<file path="src/rtl/ccg_func_sig_engine_if.sv">
// Stimulus/result bundle for ccg_func_sig_engine: the master drives vectors and start, and the slave returns results.
// f_parity is present only when CCG_PARITY_EN is defined.
interface ccg_func_sig_engine_if #(
  parameter int N_IN  = 4,
  parameter int N_OUT = 19,
  parameter int SIG_W = 32
);
  logic              start;
  logic [N_IN-1:0]   x_in;
  logic              x_valid;
  logic              x_ready;
  logic [N_OUT-1:0]  f_out;
  logic              f_valid;
  logic              busy;
  logic              done;
  logic [SIG_W-1:0]  signature;
  logic [N_IN:0]     vec_cnt;
`ifdef CCG_PARITY_EN
  logic              f_parity;

  modport master (output start, x_in, x_valid,
                  input  x_ready, f_out, f_valid, f_parity, busy, done, signature, vec_cnt);
  modport slave  (input  start, x_in, x_valid,
                  output x_ready, f_out, f_valid, f_parity, busy, done, signature, vec_cnt);
`else
  modport master (output start, x_in, x_valid,
                  input  x_ready, f_out, f_valid, busy, done, signature, vec_cnt);
  modport slave  (input  start, x_in, x_valid,
                  output x_ready, f_out, f_valid, busy, done, signature, vec_cnt);
`endif
endinterface

</file>
<file path="src/rtl/ccg_func_sig_engine.sv">
// Gate-family evaluator: results are registered 1 cycle after a vector is applied and compacted into a MISR.
// There is no output backpressure; streaming or a 2^N_IN sweep. CCG_PARITY_EN adds f_parity, which is also folded.
module ccg_func_sig_engine #(
  parameter int               N_IN     = 4,
  parameter int               N_OUT    = 19,
  parameter int               SIG_W    = 32,
  parameter logic [SIG_W-1:0] SIG_POLY = SIG_W'(32'h04C11DB7)
) (
  input  logic                  clk,
  input  logic                  rst_n,
  ccg_func_sig_engine_if.slave  bus
);
  typedef enum logic [1:0] {S_IDLE, S_SWEEP, S_DRAIN, S_DONE} state_t;

`ifdef CCG_PARITY_EN
  localparam int FOLD_W = N_OUT + 1;
`else
  localparam int FOLD_W = N_OUT;
`endif
  localparam int N_CHUNK = (FOLD_W + SIG_W - 1) / SIG_W;

  state_t                      r_state;
  logic [N_OUT-1:0]            r_f;
  logic                        r_f_vld;
  logic                        r_busy;
  logic                        r_done;
  logic [SIG_W-1:0]            r_sig;
  logic [N_IN:0]               r_vec_cnt;

  logic                        w_idle;
  logic                        w_apply;
  logic                        w_last;
  logic [N_IN-1:0]             w_x;
  logic [N_OUT-1:0]            w_f;
  logic [FOLD_W-1:0]           w_fold_src;
  logic [N_CHUNK:0][SIG_W-1:0] w_fold_acc;
  logic [SIG_W-1:0]            w_sig_next;

  assign w_idle  = (r_state == S_IDLE);
  assign w_apply = (r_state == S_SWEEP) || (w_idle && bus.x_valid && !bus.start);
  assign w_x     = (r_state == S_SWEEP) ? r_vec_cnt[N_IN-1:0] : bus.x_in;
  assign w_last  = (r_vec_cnt[N_IN-1:0] == {N_IN{1'b1}});

  // Output i gates inputs (i mod N_IN, i+1 mod N_IN); the op cycles every N_IN outputs.
  for (genvar gi = 0; gi < N_OUT; gi++) begin : g_gate
    localparam int A  = gi % N_IN;
    localparam int B  = (gi + 1) % N_IN;
    localparam int OP = (gi / N_IN) % 4;
    if (OP == 0) begin : g_and
      assign w_f[gi] = w_x[A] & w_x[B];
    end else if (OP == 1) begin : g_or
      assign w_f[gi] = w_x[A] | w_x[B];
    end else if (OP == 2) begin : g_xor
      assign w_f[gi] = w_x[A] ^ w_x[B];
    end else begin : g_xnor
      assign w_f[gi] = ~(w_x[A] ^ w_x[B]);
    end
  end

`ifdef CCG_PARITY_EN
  logic r_parity;
  assign w_fold_src   = {r_parity, r_f};
  assign bus.f_parity = r_parity;
`else
  assign w_fold_src = r_f;
`endif

  // The last chunk is zero-extended, which pads the fold source up to a multiple of SIG_W.
  assign w_fold_acc[0] = '0;
  for (genvar gc = 0; gc < N_CHUNK; gc++) begin : g_fold
    localparam int LO = gc * SIG_W;
    localparam int HI = (LO + SIG_W < FOLD_W) ? (LO + SIG_W - 1) : (FOLD_W - 1);
    assign w_fold_acc[gc+1] = w_fold_acc[gc] ^ SIG_W'(w_fold_src[HI:LO]);
  end

  assign w_sig_next = {r_sig[SIG_W-2:0], 1'b0} ^ (r_sig[SIG_W-1] ? SIG_POLY : '0)
                      ^ w_fold_acc[N_CHUNK];

  always_ff @(posedge clk) begin
    if (!rst_n) begin
      r_state   <= S_IDLE;
      r_f       <= '0;
      r_f_vld   <= 1'b0;
      r_busy    <= 1'b0;
      r_done    <= 1'b0;
      r_sig     <= '0;
      r_vec_cnt <= '0;
`ifdef CCG_PARITY_EN
      r_parity  <= 1'b0;
`endif
    end else begin
      r_f_vld <= w_apply;
      r_done  <= 1'b0;
      if (w_apply) begin
        r_f <= w_f;
`ifdef CCG_PARITY_EN
        r_parity <= ^w_f;
`endif
      end
      // A sweep starts from a clean signature; streaming keeps accumulating.
      if (w_idle && bus.start) begin
        r_sig <= '0;
      end else if (r_f_vld) begin
        r_sig <= w_sig_next;
      end
      case (r_state)
        S_IDLE: begin
          if (bus.start) begin
            r_state   <= S_SWEEP;
            r_busy    <= 1'b1;
            r_vec_cnt <= '0;
          end
        end
        S_SWEEP: begin
          r_vec_cnt <= r_vec_cnt + (N_IN+1)'(1);
          if (w_last) r_state <= S_DRAIN;
        end
        S_DRAIN: begin
          r_state <= S_DONE;
          r_done  <= 1'b1;
        end
        default: begin
          r_state <= S_IDLE;
          r_busy  <= 1'b0;
        end
      endcase
    end
  end

  assign bus.x_ready   = w_idle && !bus.start;
  assign bus.f_out     = r_f;
  assign bus.f_valid   = r_f_vld;
  assign bus.busy      = r_busy;
  assign bus.done      = r_done;
  assign bus.signature = r_sig;
  assign bus.vec_cnt   = r_vec_cnt;
endmodule

</file>
<file path="src/flat_wrapper.sv">
// flat-port wrapper written by rule: the top's interface ports become plain ports
module ccg_func_sig_engine_flat 
#(
  parameter int               N_IN     = 4,
  parameter int               N_OUT    = 19,
  parameter int               SIG_W    = 32,
  parameter logic [SIG_W-1:0] SIG_POLY = SIG_W'(32'h04C11DB7)
)
  (clk, rst_n, bus_start, bus_x_in, bus_x_valid, bus_x_ready, bus_f_out, bus_f_valid, bus_busy, bus_done, bus_signature, bus_vec_cnt);
  ccg_func_sig_engine_if #(.N_IN(N_IN), .N_OUT(N_OUT), .SIG_W(SIG_W)) bus_i ();
  input  logic clk;
  input  logic rst_n;
  input wire logic [$bits(bus_i.start)-1:0] bus_start;
  input wire logic [$bits(bus_i.x_in)-1:0] bus_x_in;
  input wire logic [$bits(bus_i.x_valid)-1:0] bus_x_valid;
  output wire logic [$bits(bus_i.x_ready)-1:0] bus_x_ready;
  output wire logic [$bits(bus_i.f_out)-1:0] bus_f_out;
  output wire logic [$bits(bus_i.f_valid)-1:0] bus_f_valid;
  output wire logic [$bits(bus_i.busy)-1:0] bus_busy;
  output wire logic [$bits(bus_i.done)-1:0] bus_done;
  output wire logic [$bits(bus_i.signature)-1:0] bus_signature;
  output wire logic [$bits(bus_i.vec_cnt)-1:0] bus_vec_cnt;
  assign bus_i.start = bus_start;
  assign bus_i.x_in = bus_x_in;
  assign bus_i.x_valid = bus_x_valid;
  assign bus_x_ready = bus_i.x_ready;
  assign bus_f_out = bus_i.f_out;
  assign bus_f_valid = bus_i.f_valid;
  assign bus_busy = bus_i.busy;
  assign bus_done = bus_i.done;
  assign bus_signature = bus_i.signature;
  assign bus_vec_cnt = bus_i.vec_cnt;
  ccg_func_sig_engine #(.N_IN(N_IN), .N_OUT(N_OUT), .SIG_W(SIG_W), .SIG_POLY(SIG_POLY)) u_core (.clk(clk), .rst_n(rst_n), .bus(bus_i));
endmodule
</file>
<file path="config.mk">
export PLATFORM = sky130hd
export DESIGN_NAME = ccg_func_sig_engine_flat
export DESIGN_NICKNAME = d
export VERILOG_FILES = /design/src/rtl/ccg_func_sig_engine_if.sv /design/src/rtl/ccg_func_sig_engine.sv /design/src/flat_wrapper.sv
export SDC_FILE = /design/constraint.sdc
export NUM_CORES = 1
export LEC_CHECK = 0
export BUFFER_PORTS_ARGS = -buffer_cell sky130_fd_sc_hd__buf_2
export CAP_MARGIN = 10
export CORE_ASPECT_RATIO = 0.9
export CORE_MARGIN = 8
export CORE_UTILIZATION = 45
export DETAILED_ROUTE_END_ITERATION = 12
export PLACE_DENSITY_LB_ADDON = 0.3
export SLEW_MARGIN = 15
export SYNTH_ARGS = -nofsm -noshare
export SYNTH_HDL_FRONTEND = slang
export SYNTH_SLANG_ARGS = --single-unit
</file>
<file path="constraint.sdc">
create_clock -name clk -period 2.4 [get_ports clk]
set_clock_uncertainty 0.15 [all_clocks]
set_input_delay 0.48 -clock clk [delete_from_list [all_inputs] [get_ports clk]]
set_output_delay 0.48 -clock clk [all_outputs]
set_load 0.01 [all_outputs]
</file>
After elaboration in Yosys (flattened, before gate mapping)
Index checks and enable logic that the tools add are counted.
Widths: inputs -> output; s select.
- eq/ne operators: 5
- reductions and logical operators: 13
- muxes and demuxes: 10
- $add $sub $neg: 1
- bitwise operators: 20
- operators by type and width (cell ; number):
    $xor 32x19->32 ; 1
    $xor 32x32->32 ; 1
    $mux 27 ; 1
    $pmux 5 s2 ; 1
    $not 1->1 ; 6
    $pmux 2 s3 ; 1
    $reduce_and 2->1 ; 3
    $add 5x1->5 const B ; 1
    $mux 5 ; 1
    $and 1x1->1 ; 4
    $eq 4x4->1 const B ; 1
    $logic_and 1x1->1 ; 4
    $mux 2 ; 2
    $mux 4 ; 1
    $or 1x1->1 ; 4
    $reduce_or 2->1 ; 2
    $xor 1x1->1 ; 4
    $eq 2x1->1 const B ; 1
    $eq 2x2->1 const B ; 1
    $logic_not 2->1 ; 1
    $mux 1 ; 2
    $ne 2x1->1 const B ; 1
    $ne 2x2->1 const B ; 1
    $pmux 1 s2 ; 1
    other kinds (3) ; 3
- register bits after elaboration: 61
- logic and storage cells: 56
- bits of input ports: 8
- output and inout bits: 60

Logic depth before layout (Yosys ltp)
- depth in word-level cells: 4
- mapped depth: 8
- gate-level depth less buffers: 7

Least setup slack after synthesis
OpenSTA, ideal clock, no wires.
- kind: register to register
- start point: register u_core.r_state[1]
- end point: register u_core.r_f[13] (netlist: u_core.bus.f_out[13])
- path slack: 527 ps
- clock period less this slack: 1873 ps
- arrival time: 1607 ps
- cell stages (with the launch flop): 9
- required time: 2134 ps
- setup time: 116 ps
- cell sequence: dfxtp_1 > inv_1 > ha_1 > buf_6 > mux2i_1 > inv_1 > ha_1 > nand2_1 > o211a_1
- longest elaborated chain between the ends: 4
- elaborated cells on any way between the ends: 8
- those cells by class: 1 x eq/ne; 1 x mux; 2 x bitwise; 4 x reduce/logical
- ends and longest elaborated chain (element ; RTL line ; text):
    start, declared ; ccg_func_sig_engine.sv:22 ; state_t r_state;
    start signal, assigned ; ccg_func_sig_engine.sv:81 ; r_state <= S_IDLE;
    start signal, assigned ; ccg_func_sig_engine.sv:109 ; r_state <= S_SWEEP;
    start signal, assigned ; ccg_func_sig_engine.sv:116 ; if (w_last) r_state <= S_DRAIN;
    $eq 2x1->1 / $logic_not 2->1 (equally long branches) ; ccg_func_sig_engine.sv:40, ccg_func_sig_engine.sv:41, ccg_func_sig_engine.sv:39 ;
    $mux 4 / $logic_and 1x1->1 (equally long branches) ; ccg_func_sig_engine.sv:41, ccg_func_sig_engine.sv:40 ;
    $xor 1x1->1 / $logic_and 1x1->1 (equally long branches) ; ccg_func_sig_engine.sv:56, ccg_func_sig_engine.sv:40 ;
    $not 1->1 / $logic_or 1x1->1 (equally long branches) ; ccg_func_sig_engine.sv:56, ccg_func_sig_engine.sv:40 ;
    end signal, assigned ; ccg_func_sig_engine.sv:95 ; r_f <= w_f;
    end, declared ; ccg_func_sig_engine.sv:23 ; logic [N_OUT-1:0] r_f;
Several ways; a longest one is shown, not always the timed one.
A chain may end at the register's enable or synchronous reset.

Worst setup path in the final report
- start point: register u_core.r_state[0]
- end point: output port bus_x_ready
- longest elaborated chain between the ends: 2
- ends and longest elaborated chain (element ; RTL line ; text):
    $logic_not 2->1 ; ccg_func_sig_engine.sv:39 ; assign w_idle = (r_state == S_IDLE);
    $logic_and 1x1->1 ; ccg_func_sig_engine.sv:130 ; assign bus.x_ready = w_idle && !bus.start;
    end, declared ; flat_wrapper.sv:16 ; output wire logic [$bits(bus_i.x_ready)-1:0] bus_x_ready;
No other way between the ends.

==> impl_metrics.tcl <==
set metrics [dict create \
    netlist_area_um2 2793 \
    synth_fa_ha_area_share_pct 4.480 \
    finalCritPeriodShare_pct 84.49 \
    nFillCells 550 \
    maxSlewHeadroom_pct 74.44 \
    via_per_inst 4.982 \
    r2r-start "u_core.r_state[1]" \
    startpoint "u_core.r_state[0]" \
    layout_min_cycle_time_ns 2.028 \
    area_growth_pct 19.40 \
    finalWirelength_um 6152 \
    setup_viol 0 \
    drtIter0Drc 97 \
    antenna_found_initial 0 \
    fmax_mhz 493.2 \
    grt_max_degree 33 \
    synth.top_cell.area_share_pct 41.58 \
    ys_seq_area_share_pct 41.58 \
    die_x_um 99.04 \
    ir_worst_vdd_uv 542.0 \
    io_pins 68 \
    outcome "completed" \
    n_antenna_cell 0 \
    syn_nets 317 \
    yosys_warnings 0 \
    rsz0062_at_grt "false" \
    crit_fanout 4 \
    mostFrequentLayoutCells "67 x buf_2, 57 x dfxtp_1, 37 x nor2_1" \
    place_area_um2 3108 \
    path_clk_slew_ns 0.07 \
    postCtsHoldBufs 0 \
    hold_class "flop to flop" \
    p_leak_nw 1.518 \
    initial_core_util_pct 46.18 \
    nets 375 \
    ctsLongestPathBuffers 2 \
    vias 2162 \
    start_kind "flop" \
    power.density_nw_per_um2 1106 \
    num_rows 27 \
    syn_area_per_cell_um2 9.340 \
    syn-instance-count 299 \
    grt_pass1_wl_um 10320 \
    wire_per_inst_um 14.18 \
    hold_viol 0 \
    critPathRequiredTime_ns 1.77 \
    clk_latency_ns 0.34 \
    synth_top_family_by_area "compound AO/OA/AOI/OAI gates" \
    critPathKind "flop to output port" \
    final_max_slew_viol_count 0 \
    ys_ff_latch 58 \
    die_h_um 90.74 \
    first_global_vias 2090 \
    synth.area.mux_share_pct 9.229 \
    cts_tree "built" \
    yosys.area_share.simple_pct 11.47 \
    synth_top_cell_by_area "dfxtp_1" \
    die-area_um2 8986 \
    final_common_cell "buf_2" \
    grt.overflow.total 0 \
    synth.distinct_cells 30 \
    hold_path.startpoint "u_core.bus.busy" \
    synth_ff_type "dfxtp_1" \
    cts.repair.resized 0 \
    port_buffers 67 \
    drcViolationCount 0 \
    synth_compound_area_share_pct 13.40 \
    yosys-top-cells-area "dfxtp_1 42%, xnor2_1 11%, mux2i_1 8.2%" \
    clock_sinks 58 \
    core-area_um2 6047 \
    cts-root-buf "clkbuf_8" \
    track_usage_pct 14.21 \
    drt-pass1-iter-count 4 \
    cap_violations 0 \
    gp_congestion 0.8391 \
    synth_edf_count 0 \
    tightest_slew_ns 0.3760 \
    worstPathArrival_ns 1.40 \
    end_kind "output port" \
    post_cts_buffers 0 \
    numCtsBuffers 9 \
    drive_above_1_share_pct 27.35 \
    htreeDepth 3 \
    final.setup.tns_ns 0 \
    ys_async_sr_fraction_pct 0 \
    design_area_um2 3334 \
    synth_xor_area_share_pct 11.29 \
    drtAntennaViolNets 0 \
    dp_hpwl_um 4483 \
]
==> Yosys cell counts, drive strengths merged (2+ instances only) <==
master,n
and2,4
ha,10
a21o,2
a21boi,6
xnor2,35
dfxtp,58
a21oi,11
buf,27
nand2,19
nor2,37
mux2i,25
clkbuf,5
nand3,9
a211oi,12
inv,10
o21ai,11
o211a,8
nor2b,3
==> worst max-delay path, cell delays in order, from the launching register on <==
cell and delay (ns):
dfxtp_1 0.35, inv_1 0.11, ha_1 0.17, nor2b_1 0.25, buf_2 0.18
==> report_power, final <==
group	internal [W]	switching (W)	leakage [nW]
registers	0.00114	0.000193	0.473
clock network	0.000593	0.000424	0.110
logic	0.000621	0.000718	0.935
==> sequential cells by signal (all words and copies together), names as in the netlist <==
name / cells
u_core.bus.busy: 1
u_core.bus.done: 1
u_core.bus.f_out: 16
u_core.bus.f_valid: 1
u_core.bus.signature: 32
u_core.bus.vec_cnt: 5
u_core.r_state: 2
==> through the flow <==
stage          std cells  total power [W]  hold slack, ns  setup WS (ns)  util, %
3_5_place_dp         418         0.002702          0.3249         0.3823    51.40
5_1_grt              434         0.003957          0.3554         0.2006    55.14
2_1_floorplan        299         0.002350          0.3190         0.5266        -
3_3_place_gp         418         0.002697          0.3191         0.4261    51.40
4_1_cts              434         0.003735          0.3387         0.3470    55.14
6_report             434         0.003690          0.3392         0.3723    55.14
==> cells by family (layout without fill, tap and decap cells) <==
group	Yosys count	in the layout
compound gates	54	54
mux	25	25
flops	58	58
buf+inv	42	105
simple gates	74	74
fa+ha+maj	10	10
xor+xnor	36	36
==> final timing paths <==
check                          to  slack [ns]  cells past startpoint
max                   bus_x_ready        0.37                      4
min reg2reg       u_core.bus.busy        0.34                      2
min               u_core.bus.busy        0.34                      2
max reg2reg  u_core.bus.f_out[14]        0.37                      7
==> layout make-up <==
type                       count  area (um2)  area share, %
multi-input combinational    199        1393          41.76
tap                           72       90.09          2.702
inverter                      10       37.54          1.126
clock buffer                   9       123.9          3.715
clock inverter                 7       102.6          3.077
sequential                    58        1162          34.86
timing repair buffer          79       425.4          12.76
==> routing by layer <==
layer | vias up | track usage, % | wire, um
met5 | - | 0 | 0
met1 | 990 | 17.43 | 2964
li1 | 1106 | - | -
met4 | 0 | 7.663 | 87
met2 | 58 | 21.37 | 2722
met3 | 8 | 4.700 | 378
(Power assumes the default switching activity.)
